[config.mk]
export PLATFORM = sky130hd
export DESIGN_NAME = ip_responder
export DESIGN_NICKNAME = d
export VERILOG_FILES = /design/src/rtl/ip_responder.sv
export SDC_FILE = /design/constraint.sdc
export NUM_CORES = 1
export LEC_CHECK = 0
export ABC_AREA = 1
export CAP_MARGIN = 20
export CORE_MARGIN = 2
export CORE_UTILIZATION = 45
export DETAILED_ROUTE_END_ITERATION = 16
export PLACE_DENSITY = 0.79
export SYNTH_ARGS = -nofsm -noshare
export SYNTH_HDL_FRONTEND = slang
export SYNTH_SLANG_ARGS = --single-unit
[constraint.sdc]
create_clock -name clk -period 3.35 [get_ports clk]
set_input_delay 0.67 -clock clk [delete_from_list [all_inputs] [get_ports clk]]
set_output_delay 0.67 -clock clk [all_outputs]
set_load 0.05 [all_outputs]
[src/rtl/ip_responder.sv]
// IP-side endpoint for LWIP/SWIP custom instructions: buffers stores toward the IP core and turns
// loads into a request/response handshake. Optional read timeout enabled by `IPRESP_TIMEOUT_EN.
module ip_responder #(
    parameter int          DW      = 32,
    parameter int          DEPTH   = 4,
    parameter logic [4:0]  IP_ID   = 5'b00000,
    parameter int          TIMEOUT = 16
) (
    input  logic          clk,
    input  logic          rst,
    input  logic          datarw,
    input  logic          dataena,
    input  logic [4:0]    ip_sel,
    input  logic [DW-1:0] cpu_wdata,
    output logic [DW-1:0] rdata,
    output logic          rvalid,
    output logic          stall,
    output logic          err,
    output logic [DW-1:0] ip_wdata,
    output logic          ip_wvalid,
    input  logic          ip_wready,
    output logic          ip_rreq,
    input  logic [DW-1:0] ip_rdata,
    input  logic          ip_rvalid
);

    localparam int AW = $clog2(DEPTH);
    localparam int CW = AW + 1;

    typedef enum logic [1:0] {
        S_IDLE,
        S_DRAIN,
        S_RD_REQ,
        S_RESP
    } state_t;

    state_t        state_reg;
    state_t        state_next;

    logic [DW-1:0] mem_reg [DEPTH];
    logic [AW-1:0] wr_ptr_reg;
    logic [AW-1:0] rd_ptr_reg;
    logic [CW-1:0] count_reg;
    logic [CW-1:0] count_next;
    logic [DW-1:0] rdata_reg;
    logic          err_reg;

    logic          hit;
    logic          read_hit;
    logic          write_hit;
    logic          conflict;
    logic          fifo_full;
    logic          fifo_empty;
    logic          push;
    logic          pop;
    logic          capture;
    logic          expire;
    logic          timeout_fire;

    assign hit        = (ip_sel == IP_ID);
    assign read_hit   = hit & dataena;
    // A simultaneous store is dropped; the load takes priority.
    assign write_hit  = hit & datarw & ~dataena;
    assign conflict   = hit & datarw & dataena;
    assign fifo_full  = (count_reg == CW'(DEPTH));
    assign fifo_empty = (count_reg == '0);
    assign pop        = ip_wvalid & ip_wready;

    assign ip_wvalid  = ~fifo_empty;
    assign ip_wdata   = mem_reg[rd_ptr_reg];
    assign ip_rreq    = (state_reg == S_RD_REQ);
    assign rvalid     = (state_reg == S_RESP);
    assign rdata      = rdata_reg;
    assign err        = err_reg;

    always_comb begin
        state_next   = state_reg;
        stall        = 1'b0;
        push         = 1'b0;
        capture      = 1'b0;
        timeout_fire = 1'b0;
        case (state_reg)
            S_IDLE: begin
                if (read_hit) begin
                    stall      = 1'b1;
                    state_next = fifo_empty ? S_RD_REQ : S_DRAIN;
                end else if (write_hit) begin
                    if (fifo_full) begin
                        stall = 1'b1;
                    end else begin
                        push = 1'b1;
                    end
                end
            end
            S_DRAIN: begin
                stall = read_hit | write_hit;
                // Pending stores must reach the IP before the load is issued.
                if (fifo_empty) begin
                    state_next = S_RD_REQ;
                end
            end
            S_RD_REQ: begin
                stall = read_hit | write_hit;
                if (ip_rvalid) begin
                    capture    = 1'b1;
                    state_next = S_RESP;
                end else if (expire) begin
                    timeout_fire = 1'b1;
                    state_next   = S_RESP;
                end
            end
            S_RESP: begin
                stall      = write_hit;
                state_next = S_IDLE;
            end
            default: begin
                state_next = S_IDLE;
            end
        endcase
    end

    always_comb begin
        count_next = count_reg;
        case ({push, pop})
            2'b10:   count_next = count_reg + CW'(1);
            2'b01:   count_next = count_reg - CW'(1);
            default: count_next = count_reg;
        endcase
    end

    always_ff @(posedge clk) begin
        if (push) begin
            mem_reg[wr_ptr_reg] <= cpu_wdata;
        end
    end

    always_ff @(posedge clk) begin
        if (rst) begin
            state_reg  <= S_IDLE;
            wr_ptr_reg <= '0;
            rd_ptr_reg <= '0;
            count_reg  <= '0;
            rdata_reg  <= '0;
            err_reg    <= 1'b0;
        end else begin
            state_reg <= state_next;
            count_reg <= count_next;
            if (push) begin
                wr_ptr_reg <= wr_ptr_reg + AW'(1);
            end
            if (pop) begin
                rd_ptr_reg <= rd_ptr_reg + AW'(1);
            end
            if (capture) begin
                rdata_reg <= ip_rdata;
            end else if (timeout_fire) begin
                rdata_reg <= DW'(32'hDEADBEEF);
            end
            if (conflict || timeout_fire) begin
                err_reg <= 1'b1;
            end
        end
    end

`ifdef IPRESP_TIMEOUT_EN
    localparam int TW = $clog2(TIMEOUT + 1);

    logic [TW-1:0] tmo_cnt_reg;

    assign expire = (state_reg == S_RD_REQ) && (tmo_cnt_reg == TW'(TIMEOUT - 1));

    always_ff @(posedge clk) begin
        if (rst || state_reg != S_RD_REQ) begin
            tmo_cnt_reg <= '0;
        end else if (!expire) begin
            tmo_cnt_reg <= tmo_cnt_reg + TW'(1);
        end
    end
`else
    logic unused_timeout;

    assign unused_timeout = (TIMEOUT != 0);
    assign expire         = 1'b0;
`endif

endmodule
==> reports/results.tsv, run 1 <==
metric	value	unit
area grow syn2layout	32.2	%
CTS clk-pin slew, worst paths	0.06	ns
Gate Count Post-Synth	556	
setup TNS	0	ns
syn_nets	641	
num ports	144	
part of the power in registers	42.1	%
clock latency on the worst-skew pair	0.43	ns
Final Cell Area	8700	µm²
Max IR drop VDD	0.413	mV
Reg-to-Reg Start	state_reg[0]$_SDFFE_PP0P_	
fillcell total	1129	
syn_area_per_cell	11.8	µm²
Metal-1 WL	5930	µm
crit path max fanout	32	
crit path kind	flip-flop to output pin	
clock buffer depth	2	
number of global-route vias before repair	4629	
area taken by multi-input logic gates	1650	µm²
Buffers on Ports	143	
number of flip-flops in the largest register	128	
dpl cells	863	
Die ar.	15600	µm²
Setup Buffers After CTS	0	
Remaining DRCs	0	
RSZ-0062 raised after global routing	false	
worst r2r path cells	12	
crit end category	output pin	
post-route total power	5.85	mW
global-route wire length before repair	23000	µm
clock network fraction of total power	31.0	%
WL final	14400	µm
Comb pwr share	26.9	%
die width	125	µm
maximum capacitance violations	0	
worst-margin pin slew	0.987	ns
f_max	352	MHz
Wirelength per Cell	16.2	µm
FF/Latch Area	4730	µm²
cts bufs inserted	17	
Final period util	84.8	%
Initial Util	45.6	%
largest net degree at the start of global routing	65	
Final Skew	0.0195	ns
#FFs+latches synth	172	
leakage dissipation	3.07	nW
non-filler cells, final	893	
power density over cell area	672	nW/µm²
status	finished clean	
HP Start	rd_ptr_reg[1]$_SDFFE_PP0P_	
worst min path class	flip-flop to flip-flop	
Rows	44	
Syn. warnings	0	
Detail Placement HPWL	9670	µm
DR vias	4632	
H-tree levels	4	
Final setup viols	0	
Vias/cell	5.19	
final hold viol count	0	
sequential area share after synthesis	71.8	%
Internal	3.92	mW
Max Used Layer	met4	
grt ovf	0	
Clock Sinks	172	
Slew Limit Fails	0	
GRT Total Usage	19.0	%
Sw Ratio	33.0	%
CP arrival	2.17	ns
max_slew headroom	34.1	%
core area	14400	µm²
post-synth cell types	25	
antenna violations before repair	0	
First-pass DRT Iterations	6	
Detailed Route Iter0 Violations	286	
net load switching power	1.93	mW
clock root cell	clkbuf_16	
Post-Syn Area	6580	µm²
DR WL met3	1210	µm
Final #Nets	783	
GP Congestion	0.801	
CTS tree	yes	
hold depth	2	
die height	125	µm
layout cells sized above 1	12.1	%
crit path launch type	flip-flop	
DRT antenna net count	0	
met2 WL	7020	µm
ANT cells	0	
DP Area	8160	µm²
minimum clock period	2.84	ns
WP data required	2.68	ns
CTS resizes	0	
Hold-fix buffers, CTS	0	
Post-Route Utilization	60.3	%
placed cells by master, fill, tap and decap left out, drive strengths merged, types with 10 or more instances in the layout:
master and count:
a21oi 10, buf 42, clkbuf 18, clkdlybuf4s50 110, dfxtp 44, edfxtp 128
inv 35, nand2 15, nor2 145, o21ai 102, o22ai 33
Yosys cell counts (all sizes together):
cell / n / area share [%]
o21ai: 102 / 7.8
buf: 13 / 1.0
edfxtp: 128 / 58
fa: 1 / 0.30
nand2: 15 / 1.0
ha: 9 / 1.7
nand4: 3 / 0.29
inv: 30 / 1.7
dfxtp: 44 / 13
o22ai: 33 / 3.1
nor2: 145 / 8.6
nand3: 5 / 0.57
nor3: 2 / 0.15
clkbuf: 16 / 0.91
a21oi: 10 / 1.1
worst paths after layout:
check | endpoint | slack [ns]
worst min register to register | rd_ptr_reg[1]$_SDFFE_PP0P_ | 0.46
worst min-delay path | rd_ptr_reg[1]$_SDFFE_PP0P_ | 0.46
worst max register to register | count_reg[2]$_SDFFE_PP0P_ | 1.02
worst max-delay path | ip_wdata[0] | 0.51
per-stage QoR:
| step | setup WS (ns) | hold WS [ns] |
|---|---|---|
| after global placement | 0.644 | 0.447 |
| final | 0.508 | 0.457 |
| after floorplan | 0.393 | 0.433 |
| after global routing | 0.342 | 0.485 |
| after detailed placement | 0.542 | 0.453 |
| after CTS | 0.485 | 0.461 |
kinds of logic after synthesis:
family	synth area share, %
and+or+nand+nor	10.6
adders and majority gates	2.01
AOI/OAI and AO/OA	12.0
buffers and inverters	3.63
DFF	71.8
critical path: stages (launching register included):
cell     delay (ns)
dfxtp_1        0.30
inv_1          0.68
o21ai_0        0.23
o22ai_1        0.27
buf_4          0.26
power groups by stage:
stage / sequential, mW / combinational (mW) / clock [mW]
after floorplan: 2.82 / 0.740 / 0
after global placement: 2.50 / 1.54 / 0
after detailed placement: 2.51 / 1.57 / 0
after CTS: 2.47 / 1.58 / 1.85
after global routing: 2.48 / 1.68 / 1.93
final: 2.47 / 1.57 / 1.81
metal layers:
| metal | global-route usage, % | up-vias |
|---|---|---|
| met4 | 8.82 | 0 |
| li1 | - | 2237 |
| met5 | 0 | - |
| met3 | 6.85 | 25 |
| met1 | 22.4 | 2188 |
| met2 | 31.4 | 182 |
layout make-up:
type / instances / area share, %
Clock inverter: 12 / 1.31
Multi-Input combinational cell: 325 / 19.0
Sequential cell: 172 / 54.3
Inverter: 30 / 1.29
Timing Repair Buffer: 152 / 16.6
Clock buffer: 18 / 4.93
Tap cell: 184 / 2.65
No activity file was read; power rests on OpenSTA's default activity.
==> run 2, diff against run 1 <==
- PLACE_DENSITY: 0.79 -> 0.82
- clock period: 3.35 -> 2.4 ns (I/O delays scaled with it)
==> run 2 against run 1 <==
Net effect: routed wire length grew 1.8%; flip-flop and latch count unchanged; global-route usage about the same; setup slack worse by 0.44 ns; clock power is 40% higher; power rose by 40%; sequential power increased by 40%; critical path type unchanged; largest power group unchanged; highest routed layer unchanged.
==> reports/results.tsv, run 2 (synthesis results as in run 1) <==
metric	value	unit
Final Skew	0.00598	ns
final worst setup slack	0.0673	ns
WL final	14700	µm
Hold-fix buffers, CTS	0	
largest net degree at the start of global routing	45	
num ports	144	
Final #Nets	791	
global-route wire length before repair	23500	µm
R2R Setup Slk	0.24	ns
crit path kind	flip-flop to output pin	
Rows	44	
Initial Util	45.6	%
Detailed Route Iter0 Violations	427	
clock latency on the worst-skew pair	0.41	ns
maximum capacitance violations	0	
clock buffer depth	2	
worst min path class	flip-flop to flip-flop	
number of flip-flops in the largest register	128	
First-pass DRT Iterations	5	
Setup Buffers After CTS	0	
Vias/cell	5.27	
most common cell after layout, fill and taps aside	nor2_1	
grt ovf	0	
crit end category	output pin	
antenna violations before repair	0	
setup TNS	0	ns
post-route total power	8.19	mW
CTS tree	yes	
GP Congestion	0.805	
Final Cell Area	8860	µm²
minimum clock period	2.33	ns
ANT cells	0	
RSZ-0062 raised after global routing	false	
cts bufs inserted	17	
area grow syn2layout	34.6	%
Max IR drop VDD	0.663	mV
DR vias	4760	
CTS resizes	1	
CTS clk-pin slew, worst paths	0.07	ns
Setup Slack @ Placement	-0.0570	ns
worst-margin pin slew	0.523	ns
f_max	429	MHz
core area	14400	µm²
die height	125	µm
layout cells sized above 1	13.5	%
clock root cell	clkbuf_16	
Slew Limit Fails	0	
H-tree levels	4	
max_slew headroom	65.0	%
crit path max fanout	4	
Final period util	97.2	%
Clock Sinks	172	
die width	125	µm
final hold viol count	0	
power density over cell area	925	nW/µm²
crit path launch type	flip-flop	
DP Area	8290	µm²
commonest non-fill, non-tap cells in the layout	137 x nor2_1, 128 x edfxtp_1, 109 x clkdlybuf4s50_1	
Die ar.	15600	µm²
Detail Placement HPWL	9870	µm
number of global-route vias before repair	4893	
Remaining DRCs	0	
Buffers on Ports	143	
GRT Total Usage	19.0	%
CP arrival	1.85	ns
WP data required	1.92	ns
Wirelength per Cell	16.3	µm
leakage dissipation	3.13	nW
Final setup viols	0	
status	finished clean	
DRT antenna net count	0	
run 2: cell types whose count changed in the layout (fill, tap and decap cells not counted), sizes merged:
cell           change
bufinv             -1
clkdlybuf4s50      -1
clkinv             +1
clkbuf             -1
clkinvlp           +1
inv                +2
buf                +8
dlygate4sd2        +1
run 2: power breakdown:
part	total [mW]	internal [mW]	switching [mW]	leakage, nW
Clock	2.54	1.36	1.18	0.264
Combinational	2.20	0.710	1.49	1.36
Sequential	3.45	3.35	0.104	1.51
Total	8.19	5.42	2.77	3.13
run 2: worst paths after layout:
| kind | from | depth (start not counted) | to |
|---|---|---|---|
| worst max-delay path | state_reg[1]$_SDFFE_PP0P_ | 2 | rvalid |
| worst min-delay path | rd_ptr_reg[1]$_SDFFE_PP0P_ | 2 | rd_ptr_reg[1]$_SDFFE_PP0P_ |
| worst max register to register | state_reg[0]$_SDFFE_PP0P_ | 12 | count_reg[2]$_SDFFE_PP0P_ |
| worst min register to register | rd_ptr_reg[1]$_SDFFE_PP0P_ | 2 | rd_ptr_reg[1]$_SDFFE_PP0P_ |
run 2: routing by layer:
metal / vias up / routed length [µm] / GRT usage, %
met3: 17 / 1360 / 6.93
met4: 0 / 169 / 6.41
met5: - / 0 / 0
met2: 221 / 7300 / 32.3
li1: 2260 / - / -
met1: 2262 / 5870 / 22.5
run 2: critical path, stage by stage, from the launching register on:
cell and delay (ns):
dfxtp_1 0.39, ha_1 0.23, clkdlybuf4s50_1 0.82
run 2: layout make-up:
class | count | area, µm²
inverter | 30 | 113
multi-input combinational | 325 | 1650
sequential | 172 | 4730
clock inverter | 15 | 135
timing repair buffer | 160 | 1580
fill | 1110 | 5570
clock buffer | 17 | 425
tap | 184 | 230
run 2: through the flow:
stage	utilization (%)	std cells	hold WS, ns
floorplan	-	556	0.433
CTS	61.4	903	0.470
finish	61.4	903	0.470
global route	61.4	903	0.515
global placement	57.5	871	0.447
detailed placement	57.5	871	0.458
